File: config.mk
export PLATFORM = sky130hd
export DESIGN_NAME = sfifo_buf
export DESIGN_NICKNAME = d
export VERILOG_FILES = /design/src/rtl/sfifo_buf.sv
export SDC_FILE = /design/constraint.sdc
export NUM_CORES = 1
export LEC_CHECK = 0
export ABC_AREA = 0
export CORE_UTILIZATION = 40
export DETAILED_ROUTE_END_ITERATION = 6
export PLACE_DENSITY = 0.55
export SYNTH_ARGS = -nofsm -noshare
export SYNTH_HDL_FRONTEND = slang
export SYNTH_SLANG_ARGS = --single-unit
File: constraint.sdc
create_clock -name wb_clk_i -period 7.85 [get_ports wb_clk_i]
set_input_delay 1.1775 -clock wb_clk_i [delete_from_list [all_inputs] [get_ports wb_clk_i]]
set_output_delay 1.1775 -clock wb_clk_i [all_outputs]
set_load 0.02 [all_outputs]
File: src/rtl/sfifo_buf.sv
`default_nettype none
// ============================================================================
// Module   : sfifo_buf
// Brief    : Synchronous first-word-fall-through FIFO with registered status
//            flags, sticky overflow/underflow flags and a base-period tick
//            generator.
// Revision : 1.0 - initial release
// ============================================================================
module sfifo_buf #(
  parameter int SFIFO_DW  = 16,
  parameter int AW        = 6,
  parameter int AF_MARGIN = 4,
  parameter int BP_W      = 16
) (
  input  logic                wb_clk_i,
  input  logic                wb_rst_i,
  input  logic                wr_i,
  input  logic [SFIFO_DW-1:0] din_i,
  output logic                full_o,
  output logic                afull_o,
  input  logic                rd_i,
  output logic                empty_o,
  output logic [SFIFO_DW-1:0] dout_o,
  output logic [AW:0]         level_o,
  output logic                ovf_o,
  output logic                udf_o,
  input  logic                clr_err_i,
  input  logic                bp_en_i,
  input  logic [BP_W-1:0]     bp_period_i,
  output logic                bp_tick_o
);

  localparam int          DEPTH    = 2**AW;
  localparam logic [AW:0] C_DEPTH  = (AW+1)'(DEPTH);
  localparam logic [AW:0] C_AF_LVL = (AW+1)'(DEPTH - AF_MARGIN);

  logic [SFIFO_DW-1:0] mem_q [DEPTH];
  logic [AW-1:0]       wptr_q;
  logic [AW-1:0]       rptr_q;
  logic [AW:0]         level_q;
  logic [AW:0]         level_d;
  logic                empty_q;
  logic                full_q;
  logic                afull_q;
  logic                ovf_q;
  logic                ovf_d;
  logic                udf_q;
  logic                udf_d;
  logic [BP_W-1:0]     bp_cnt_q;
  logic                bp_tick_q;

  logic w_pop;
  logic w_push;
  logic w_ovf_ev;
  logic w_udf_ev;
  logic w_bp_hit;

  // A pop needs a stored word; a push may reuse the slot freed by a
  // same-cycle pop, so a full FIFO can stream. Reset masks both.
  assign w_pop    = rd_i & ~empty_q & ~wb_rst_i;
  assign w_push   = wr_i & (~full_q | w_pop) & ~wb_rst_i;
  assign w_ovf_ev = wr_i & full_q & ~w_pop;
  assign w_udf_ev = rd_i & empty_q;
  assign w_bp_hit = (bp_cnt_q >= bp_period_i);

  // Storage: one write port here, one asynchronous read address below.
  always_ff @(posedge wb_clk_i) begin
    if (w_push) begin
      mem_q[wptr_q] <= din_i;
    end
  end

  // Next word count and sticky error flags; a new event beats a clear.
  always_comb begin
    level_d = level_q;
    case ({w_push, w_pop})
      2'b10:   level_d = level_q + (AW+1)'(1);
      2'b01:   level_d = level_q - (AW+1)'(1);
      default: level_d = level_q;
    endcase
    ovf_d = (ovf_q & ~clr_err_i) | w_ovf_ev;
    udf_d = (udf_q & ~clr_err_i) | w_udf_ev;
  end

  // Pointers, registered level/status flags and error flags.
  always_ff @(posedge wb_clk_i) begin
    if (wb_rst_i) begin
      wptr_q  <= '0;
      rptr_q  <= '0;
      level_q <= '0;
      empty_q <= 1'b1;
      full_q  <= 1'b0;
      afull_q <= 1'b0;
      ovf_q   <= 1'b0;
      udf_q   <= 1'b0;
    end else begin
      if (w_push) begin
        wptr_q <= wptr_q + AW'(1);
      end
      if (w_pop) begin
        rptr_q <= rptr_q + AW'(1);
      end
      level_q <= level_d;
      empty_q <= (level_d == '0);
      full_q  <= (level_d == C_DEPTH);
      afull_q <= (level_d >= C_AF_LVL);
      ovf_q   <= ovf_d;
      udf_q   <= udf_d;
    end
  end

  // Base-period counter: held at zero while disabled, restarts after a hit;
  // the >= compare means a lowered period fires at once instead of wrapping.
  always_ff @(posedge wb_clk_i) begin
    if (wb_rst_i || !bp_en_i) begin
      bp_cnt_q  <= '0;
      bp_tick_q <= 1'b0;
    end else if (w_bp_hit) begin
      bp_cnt_q  <= '0;
      bp_tick_q <= 1'b1;
    end else begin
      bp_cnt_q  <= bp_cnt_q + BP_W'(1);
      bp_tick_q <= 1'b0;
    end
  end

  assign dout_o    = mem_q[rptr_q];
  assign level_o   = level_q;
  assign empty_o   = empty_q;
  assign full_o    = full_q;
  assign afull_o   = afull_q;
  assign ovf_o     = ovf_q;
  assign udf_o     = udf_q;
  assign bp_tick_o = bp_tick_q;

endmodule
`default_nettype wire

==> results of run 1 <==
## path summary, 6_finish.rpt
| kind | startpoint | to | slack (ns) |
|---|---|---|---|
| max reg2reg | empty_o | full_o | 4.22 |
| max | flop | dout_o[4] | 2.20 |
| min reg2reg | ovf_o | ovf_o | 0.48 |
| min | ovf_o | ovf_o | 0.48 |
## final cells by class
| type | instances | area (sq um) | share of cell area [%] |
|---|---|---|---|
| Clock buffer | 140 | 2979 | 6.188 |
| Multi-Input combinational cell | 698 | 9577 | 19.89 |
| Clock inverter | 65 | 752.0 | 1.562 |
| Tap cell | 1380 | 1727 | 3.586 |
| Sequential cell | 1071 | 31700 | 65.85 |
| Inverter | 23 | 86.33 | 0.1793 |
| Timing Repair Buffer | 153 | 1321 | 2.744 |
## cells in the final DEF, fill, tap and decap left out, drive strengths merged, types with 12 or more instances in the layout
| cell type | count |
|---|---|
| nor2 | 92 |
| nand3 | 15 |
| mux2i | 22 |
| mux2 | 13 |
| inv | 28 |
| nor3 | 20 |
| nand2 | 46 |
| o21ai | 22 |
| edfxtp | 1024 |
| xor2 | 19 |
| clkdlybuf4s50 | 50 |
| a21oi | 19 |
| clkinv | 43 |
| buf | 103 |
| nand2b | 12 |
| dfxtp | 47 |
| ha | 22 |
| bufinv | 15 |
| clkbuf | 140 |
| mux4 | 316 |
## power by group
group | internal [W] | switching, W
clock network | 0.00318 | 0.00218
registers | 0.00627 | 0.0000360
logic | 0.000282 | 0.000333
total | 0.00973 | 0.00255
## through the flow
| step | utilization (%) | cell area [sq um] |
|---|---|---|
| 4_1_cts | 46.52 | 48150 |
| 3_5_place_dp | 42.91 | 44420 |
| 5_1_grt | 46.52 | 48150 |
| 2_1_floorplan | - | 41730 |
| 6_report | 46.52 | 48150 |
| 3_3_place_gp | 42.91 | 44420 |
## kinds of logic (layout without fill, tap and decap cells)
family | after synthesis | after routing
AOI/OAI and AO/OA | 70 | 70
xor gates and xnor gates | 30 | 30
adders and majority gates | 22 | 22
buffers and inverters | 123 | 381
DFF | 1071 | 1071
muxes | 351 | 351
and+or+nand+nor | 225 | 225
## flip-flops by register name (all words and copies together), names as in the netlist, named ones only
signal	cells
udf_o	1
wptr_q	6
afull_o	1
full_o	1
rptr_q	6
bp_tick_o	1
mem_q	1024
level_o	7
bp_cnt_q	16
empty_o	1
ovf_o	1
## layer usage
layer	track usage (%)	share of wire [%]	routed length, microns	up-vias
met3	2.647	5.2	5241	140
li1	-	-	-	8256
met2	30.14	48	47880	582
met4	5.158	2.4	2364	0
met1	27.93	45	44590	10704
met5	0	0	0	-
## worst register-to-register path: cells and delay by family, from the launching register on
family | cells | cell delay, ns
fa+ha+maj | 2 | 0.99
compound gates | 1 | 0.26
simple gates | 6 | 1.63
flops | 1 | 0.33
xor+xnor | 2 | 0.34
==> results by group, run 1 <==
Status
  – Outcome: finished clean

CTS
  – Clk Latency, worst-skew pair: 0.68 ns
  – CTS clock-pin slew for the worst setup and hold paths: roughly 0.060 ns
  – Postcts setup bufs: 0
  – Total CTS buffers: 111
  – CTS Root Cell: clkbuf_16
  – Clock sinks: between 1000 and 1500
  – Cts repair resizes: 0
  – Clock Path Buffers: 3
  – CTS H-tree depth: 3
  – TritonCTS clock tree: done
  – Post-CTS Hold Buffers: 0

STA
  – Final max-slew violation count: 0
  – Slew HR: between 10% and 20%
  – Fin Setup TNS: 0 ns
  – Final Hold Fails: 0
  – Final setup margin: between 2 and 2.5 ns
  – Worst clock skew: about 0.022 ns
  – RSZ-0062 raised after global routing: no
  – Hold WS: 0.4833 ns
  – Final-report setup violation count: 0
  – Final Critical Period: between 5 and 6 ns
  – Max Fclk: about 180 MHz
  – Tcrit/Tclk final: roughly 70%
  – Worst-margin pin slew: around 1.3 ns

Pwr
  – P per Cell Area: roughly 260 mW/mm^2
  – LEAKAGE: around 15 nW
  – Peak supply drop: about 0.17 mV
  – Power Total: 0.01228 W

Final layout
  – Nets: ~2100
  – P&R area growth vs syn: 15.37%
  – Antenna cell count: 0
  – Fin cells: between 3000 and 4000
  – Share of layout cells above drive strength 1: 29.44%
  – Fillers: between 8000 and 9000

Floorplan
  – I/O pins: 67
  – Die H: roughly 330 microns
  – Initial Utilization: 40.32%
  – Die Wd: roughly 330 microns
  – Die ar.: ~0.11 sq mm
  – Cell Rows: 118
  – Core area: ~0.10 sq mm

Synth
  – Synth Flop Type: edfxtp_1
  – Synthesized cell area: 0.04173 sq mm
  – Syn nets: roughly 2000
  – Main combinational cell family by area after synthesis: multiplexers
  – Simple-gate share of the synthesized area: approximately 2.5%
  – XOR/XNOR Fraction of Synth Area: 0.6296%
  – YS warnings: 0
  – Unique cell type count in the Yosys netlist: 47
  – Largest cells by area after synthesis: edfxtp_1 74%, mux4_2 17%, dfxtp_1 2.3%
  – Most common cell in the netlist: edfxtp_1
  – Most frequent cells after synthesis: 1024 x edfxtp_1, 316 x mux4_2, 92 x nor2_1, 47 x clkbuf_1, 47 x dfxtp_1
  – Sequential fraction of the synthesis area: between 70 and 80%
  – Flops & latches, synth: approximately 1100
  – Synth Area in Adders: less than 1%
  – Compound-cell area share of the yosys netlist: approximately 1.0%
  – Share of the synthesized area in the top cell type: about three quarters
  – Syn avg cell area: between 20 and 25 sq um
  – Mux cell area share after synthesis: between 15 and 20%
  – Async SR Flop Fraction: 0%
  – EDFF count, synth: slightly above 1000
  – Area leader, netlist: edfxtp_1
  – Gate Count Post-Synth: approximately 1900

Global routing
  – Largest net degree at the start of global routing: 82
  – First-pass GRT wire length: 145100 microns
  – Tot GR Track Use: between 10% and 20%
  – Number of global-route vias before repair: a little over 20000
  – Initial antenna violation count: 3
  – Grt ovf: 0

Route
  – Via density: between 5 and 6
  – Routed wire length: 100100 microns
  – Drt initial violations: 2107
  – WL/cell: roughly 28 microns
  – Vias: between 15000 and 20000
  – DRC errors left: 0
  – Initial DRT Pass Iterations: 5
  – Antenna Nets Post-Route: 0

Setup path
  – Worst-path maximum fanout: 79
  – CP Launch Type: flop
  – Critical path cell sequence: buf_12, mux4_2, mux4_2, nand2_1, o211ai_1, clkdlybuf4s50_1
  – Crit-path leading delay family: buffers and inverters
  – Largest stage delay, worst path: 1.00 ns
  – Top cell by count, worst path: mux4_2
  – Crit path capture type: output pin
  – CP arrival: around 4.5 ns
  – Slowest stage cell, crit path: dfxtp_4
  – WP depth: 6
  – Kind of critical path: flop to output pin
  – Worst Path Required: around 6.7 ns
  – Buffers & Inverters on Critical Path: 2
  – Cells on worst reg2reg path: 11

Placed design
  – Placer Congestion: just over 0.8
  – Inst Count DP: 3325
  – Pre-CTS WS: roughly 2.7 ns
  – IO buf count: 66
  – Detailed placement HPWL: ~55000 microns

Job
  – # Max-Cap Violations: 0

Hold path
  – Hold Crit Depth: 2
  – Hold Crit Class: flop to flop
(Power assumes the default switching activity.)
==> run 2, diff against run 1 <==
--- a/config.mk
+++ b/config.mk
@@ -8,7 +8,7 @@
 export ABC_AREA = 0
 export CORE_UTILIZATION = 40
 export DETAILED_ROUTE_END_ITERATION = 6
-export PLACE_DENSITY = 0.55
+export PLACE_DENSITY = 0.57
 export SYNTH_ARGS = -nofsm -noshare
 export SYNTH_HDL_FRONTEND = slang
 export SYNTH_SLANG_ARGS = --single-unit
==> constraint.sdc (replaced) <==
create_clock -name wb_clk_i -period 4.8 [get_ports wb_clk_i]
set_input_delay 0.72 -clock wb_clk_i [delete_from_list [all_inputs] [get_ports wb_clk_i]]
set_output_delay 0.72 -clock wb_clk_i [all_outputs]
set_load 0.02 [all_outputs]
==> results by group, run 2 (same netlist as run 1, synthesis figures left out) <==
CTS
  – Post-CTS Hold Buffers: 0 (unchanged)
  – CTS H-tree depth: 3 (unchanged)
  – Clk Latency, worst-skew pair: 0.70 ns (+0.02 ns)
  – TritonCTS clock tree: done
  – CTS Root Cell: clkbuf_16
  – CTS clock-pin slew for the worst setup and hold paths: 0.06 ns (about the same)
  – Clock Path Buffers: 3 (unchanged)
  – Clock sinks: 1071 (unchanged)
  – Total CTS buffers: 108 (-2.7%)

Pwr
  – LEAKAGE: 14.82 nW (+1.3%)
  – P per Cell Area: 412.0 mW/mm^2 (+62%)
  – Power Total: 0.01997 W (+63%)
  – Peak supply drop: 0.3349 mV (+92%)

Route
  – DRC errors left: 0 (unchanged)
  – Antenna Nets Post-Route: 0 (unchanged)
  – Routed wire length: 99380 microns (-0.70%)
  – WL/cell: 27.91 microns (-1.6%)
  – Drt initial violations: 1926 (-8.6%)
  – Initial DRT Pass Iterations: 7 (+2)
  – Vias: 19730 (+0.24%)
  – Via density: 5.541 (-0.63%)

Setup path
  – Top cell by count, worst path: mux4_2
  – Worst-path maximum fanout: 54 (-32%)
  – Buffers & Inverters on Critical Path: 3 (+1)
  – Cells on worst reg2reg path: 13 (+2)
  – Crit-path leading delay family: buffers and inverters
  – CP arrival: 3.93 ns (-0.55 ns)
  – Kind of critical path: flop to output pin
  – Slowest stage cell, crit path: dfxtp_4
  – R2r setup slk: 1.70 ns (-2.52 ns)
  – FF-to-FF Start: empty_o
  – Worst Path Required: 4.08 ns (-2.59 ns)
  – Largest stage delay, worst path: 0.62 ns (-0.38 ns)
  – CP Launch Type: flop
  – Reg2reg end: full_o
  – Critical path cell sequence: buf_12, buf_4, mux4_2, mux4_2, mux2i_1, o21ai_1, clkdlybuf4s50_1
  – Crit path capture type: output pin

Global routing
  – Largest net degree at the start of global routing: 65 (-21%)
  – Number of global-route vias before repair: 20642 (+2.0%)
  – Initial antenna violation count: 4 (+1)
  – Tot GR Track Use: 18.92% (-0.17 points)
  – Grt ovf: 0 (unchanged)
  – First-pass GRT wire length: 144200 microns (-0.64%)

STA
  – Worst clock skew: 0.04475 ns (+0.02241 ns)
  – Final setup margin: 0.1527 ns (-2.043 ns)
  – Worst-margin pin slew: 1.322 ns (+0.03356 ns)
  – Final Critical Period: about 4.6 ns
  – Max Fclk: roughly 220 MHz
  – Final max-slew violation count: 0 (unchanged)
  – Slew HR: 11.84% (-2.2 points)
  – Final Hold Fails: 0 (unchanged)
  – Tcrit/Tclk final: 96.82%
  – Final-report setup violation count: 0 (unchanged)

Floorplan
  – Die Wd: 325.0 microns (unchanged)
  – Die H: 325.0 microns (unchanged)
  – Cell Rows: 118 (unchanged)
  – Initial Utilization: 40.32% (unchanged)
  – Core area: 0.1035 sq mm (unchanged)
  – Die ar.: 0.1056 sq mm (unchanged)
  – I/O pins: 67 (unchanged)

Hold path
  – Hold Crit Depth: 2 (unchanged)
  – Worst hold endpoint: udf_o
  – Hold Crit Class: flop to flop
  – Min-delay src: udf_o

Placed design
  – Placer Congestion: 0.7821 (-5.5%)
  – Placed cell area: 0.04462 sq mm (+0.45%)
  – IO buf count: 66 (unchanged)
  – Pre-CTS WS: 0.7005 ns (-2.019 ns)
  – Detailed placement HPWL: 55950 microns (+1.4%)

Job
  – # Max-Cap Violations: 0 (unchanged)

Final layout
  – Largest register FFs: 1024 (unchanged)
  – Top reg by flops: mem_q
  – Commonest non-fill, non-tap cells in the layout: 1024 x edfxtp_1, 316 x mux4_2, 112 x clkbuf_16
  – Nets: 2147 (+1.4%)
  – P&R area growth vs syn: 16.14%
  – Fin area: 0.04847 sq mm (+0.68%)
  – Fillers: 8505 (-0.33%)
  – Share of layout cells above drive strength 1: 30.39% (+0.95 points)
  – Commonest non-fill, non-tap cell in the layout: edfxtp_1

Status
  – Outcome: finished clean
run 2: cell type report:
type | instances | area, sq um | share of cell area (%)
well taps | 1380 | 1727 | 3.562
flip-flops and latches | 1071 | 31700 | 65.41
clock inverters | 79 | 855.8 | 1.766
repair buffers | 185 | 1700 | 3.508
clock buffers | 122 | 2816 | 5.811
diodes | 3 | 7.507 | 0.01549
multi-input cells | 698 | 9574 | 19.75
inverters | 23 | 86.33 | 0.1781
run 2: worst reg2reg max path, cell delays in order, from the launching register on:
cell and delay, ns:
dfxtp_1 0.32, nand2b_1 0.17, a21oi_1 0.15, buf_4 0.15, inv_1 0.08, ha_1 0.23
buf_4 0.21, xnor2_1 0.17, a2bb2oi_1 0.36, a21oi_1 0.12, nor4bb_1 0.43, nand2_1 0.16
nor3_1 0.27, nor3b_1 0.20
run 2: worst max path at each step:
stage                     startpoint         end  slack [ns]  cells past startpoint
after floorplan             wb_rst_i      full_o        1.03                     13
after global placement          flop   dout_o[4]        0.69                      7
after detailed placement        flop   dout_o[4]        0.70                      7
after CTS                       flop  dout_o[15]       0.002                      8
after global routing            flop  dout_o[13]      -0.008                      8
final                           flop   dout_o[6]        0.15                      7
run 2: power by group:
part           internal (W)  total [W]  leakage, nW  switching (W)
Combinational      0.000495    0.00106         3.44       0.000567
Clock               0.00508    0.00861         1.79        0.00354
Sequential           0.0103     0.0103         9.59      0.0000356
Total                0.0158     0.0200         14.8        0.00414
run 2: metrics by stage:
stage          hold WS (ns)  utilization [%]  setup TNS, ns  cells
3_5_place_dp         0.4580            43.11              0   3347
6_report             0.4747            46.83              0   3561
2_1_floorplan        0.4485                -              0   1892
4_1_cts              0.4778            46.66              0   3548
3_3_place_gp         0.4599            43.11              0   3347
5_1_grt              0.4923            46.83      -0.008424   3558
run 2: routing by layer:
layer | track usage (%) | wire length [microns] | up-vias
met5 | 0 | 29 | -
met4 | 4.122 | 1710 | 4
met3 | 3.189 | 6221 | 127
met2 | 32.17 | 50170 | 631
met1 | 25.62 | 41240 | 10662
li1 | - | - | 8306
run 2: timing repair:
item                       4_1_cts  5_1_grt
setup buffers                    0        7
resized for setup                2        7
setup endpoints to repair        2       10
cloned                           0        3
==> run 3, diff against run 2 <==
--- a/config.mk
+++ b/config.mk
@@ -8,7 +8,8 @@
 export ABC_AREA = 0
 export CORE_UTILIZATION = 40
 export DETAILED_ROUTE_END_ITERATION = 6
-export PLACE_DENSITY = 0.57
+export DONT_BUFFER_PORTS = 1
+export PLACE_DENSITY = 0.56
 export SYNTH_ARGS = -nofsm -noshare
 export SYNTH_HDL_FRONTEND = slang
 export SYNTH_SLANG_ARGS = --single-unit
==> results by group, run 3 (same netlist as run 1, synthesis figures left out) <==
Status
  – Outcome: finished clean

Setup path
  – Kind of critical path: flop to output pin
  – CP Launch Type: flop
  – Crit path capture type: output pin
  – Worst-path maximum fanout: 56 (+3.7%)
  – CP arrival: 3.61 ns (-0.32 ns)
  – Worst Path Required: 4.08 ns (about the same)
  – R2r setup slk: 1.23 ns (-0.47 ns)

STA
  – Final Hold Fails: 0 (unchanged)
  – Fin Setup TNS: 0 ns (unchanged)
  – Final Critical Period: 4.334 ns (-0.3129 ns)
  – RSZ-0062 raised after global routing: no
  – Final-report setup violation count: 0 (unchanged)
  – Slew HR: 36.49% (+25 points)
  – Worst-margin pin slew: 0.9526 ns (-0.3697 ns)
  – Tcrit/Tclk final: 90.30% (-6.5 points)
  – Max Fclk: 230.7 MHz (+7.2%)
  – Final max-slew violation count: 0 (unchanged)
  – Worst clock skew: 0.03254 ns (-0.01221 ns)

CTS
  – Clock sinks: 1071 (unchanged)
  – Cts repair resizes: 0 (-2)
  – Post-CTS Hold Buffers: 0 (unchanged)
  – CTS clock-pin slew for the worst setup and hold paths: 0.06 ns (about the same)
  – Clk Latency, worst-skew pair: 0.70 ns (about the same)
  – Total CTS buffers: 111 (+2.8%)
  – Postcts setup bufs: 0 (unchanged)
  – CTS H-tree depth: 3 (unchanged)
  – Clock Path Buffers: 3 (unchanged)
  – TritonCTS clock tree: done
  – CTS Root Cell: clkbuf_16

Floorplan
  – Die ar.: 0.1056 sq mm (unchanged)
  – I/O pins: 67 (unchanged)
  – Cell Rows: 118 (unchanged)
  – Die H: 325.0 microns (unchanged)
  – Core area: 0.1035 sq mm (unchanged)
  – Die Wd: 325.0 microns (unchanged)
  – Initial Utilization: 40.32% (unchanged)

Global routing
  – Initial antenna violation count: 4 (unchanged)
  – Tot GR Track Use: 18.40% (-0.52 points)
  – Number of global-route vias before repair: 20111 (-2.6%)
  – First-pass GRT wire length: 140000 microns (-2.9%)
  – Grt ovf: 0 (unchanged)
  – Largest net degree at the start of global routing: 68 (+4.6%)

Final layout
  – Largest register FFs: 1024 (unchanged)
  – Commonest non-fill, non-tap cells in the layout: 1024 x edfxtp_1, 316 x mux4_2, 111 x clkbuf_16
  – Share of layout cells above drive strength 1: 29.06% (-1.3 points)
  – Nets: 2061 (-4.0%)
  – P&R area growth vs syn: 13.58%
  – Top reg by flops: mem_q
  – Fillers: 8557 (+0.61%)
  – Fin area: 0.04740 sq mm (-2.2%)
  – Commonest non-fill, non-tap cell in the layout: edfxtp_1

Placed design
  – Placed cell area: 0.04395 sq mm (-1.5%)
  – Placer Congestion: 0.7656 (-2.1%)
  – IO buf count: 0 (-100%)
  – Detailed placement HPWL: 54520 microns (-2.6%)

Route
  – DRC errors left: 0 (unchanged)
  – Drt initial violations: 1802 (-6.4%)
  – Via density: 5.545 (about the same)
  – Vias: 19223 (-2.6%)
  – Antenna Nets Post-Route: 0 (unchanged)
  – Initial DRT Pass Iterations: 5 (-2)
  – WL/cell: 27.81 microns (-0.34%)
  – Routed wire length: 96430 microns (-3.0%)

Pwr
  – LEAKAGE: 14.28 nW (-3.7%)
  – P per Cell Area: 405.9 mW/mm^2 (-1.5%)
  – Peak supply drop: 0.2739 mV (-18%)

Job
  – # Max-Cap Violations: 0 (unchanged)

Hold path
  – Hold Crit Class: input port to flop
==> run 3: cell types whose count changed in the layout (fill, tap and decap cells not counted), sizes merged <==
cell / change
bufinv: -9
clkbuf: +15
clkinv: -14
buf: -36
dlygate4sd2: -1
diode: +2
clkdlybuf4s50: -49
clkinvlp: -2
==> run 3: metal layers <==
| metal | track usage [%] | up-vias | routed length, microns |
|---|---|---|---|
| li1 | - | 8127 | - |
| met1 | 24.78 | 10390 | 40280 |
| met2 | 30.58 | 581 | 47980 |
| met3 | 3.848 | 125 | 6227 |
| met4 | 4.604 | 0 | 1939 |
| met5 | 0 | - | 0 |
==> run 3: final timing paths <==
| check | from | to | depth (start not counted) |
|---|---|---|---|
| worst min-delay path | wb_rst_i | level_o[1] | 1 |
| worst max register to register | empty_o | full_o | 12 |
| worst max-delay path | flop | dout_o[11] | 6 |
| worst min register to register | rptr_q[5] | flop | 2 |
==> run 3: critical path, stage by stage, from the launching register on <==
cell and delay, ns:
dfxtp_4 0.71, buf_12 0.38, buf_4 0.48, mux4_2 0.38, mux4_2 0.51, mux2i_1 0.15
o21ai_1 0.22
==> run 3: cell type report <==
class / instances / area [sq um] / area share [%]
multi-input cells: 698 / 9577 / 20.20
diodes: 5 / 12.51 / 0.02640
flip-flops and latches: 1071 / 31700 / 66.89
clock inverters: 54 / 549.3 / 1.159
well taps: 1380 / 1727 / 3.643
clock buffers: 140 / 2887 / 6.090
repair buffers: 96 / 858.3 / 1.811
inverters: 23 / 86.33 / 0.1821
==> run 3: report_power, final <==
group | total, W | switching (W) | internal, W
sequential | 0.0103 | 0.0000528 | 0.0103
clock | 0.00813 | 0.00350 | 0.00463
combinational | 0.000805 | 0.000392 | 0.000413
==> run 3: per-stage QoR <==
| stage | std cells | power, W | hold slack, ns | setup WS (ns) | util (%) |
|---|---|---|---|---|---|
| 5_1_grt | 3462 | 0.01982 | 0.07066 | 0.3051 | 45.79 |
| 3_5_place_dp | 3268 | 0.01133 | 0.4913 | 1.011 | 42.47 |
| 2_1_floorplan | 1892 | 0.01112 | 0.4485 | 1.034 | - |
| 4_1_cts | 3462 | 0.01945 | 0.06179 | 0.4245 | 45.79 |
| 6_report | 3467 | 0.01924 | 0.1144 | 0.4656 | 45.80 |
| 3_3_place_gp | 3268 | 0.01132 | 0.4715 | 1.084 | 42.47 |
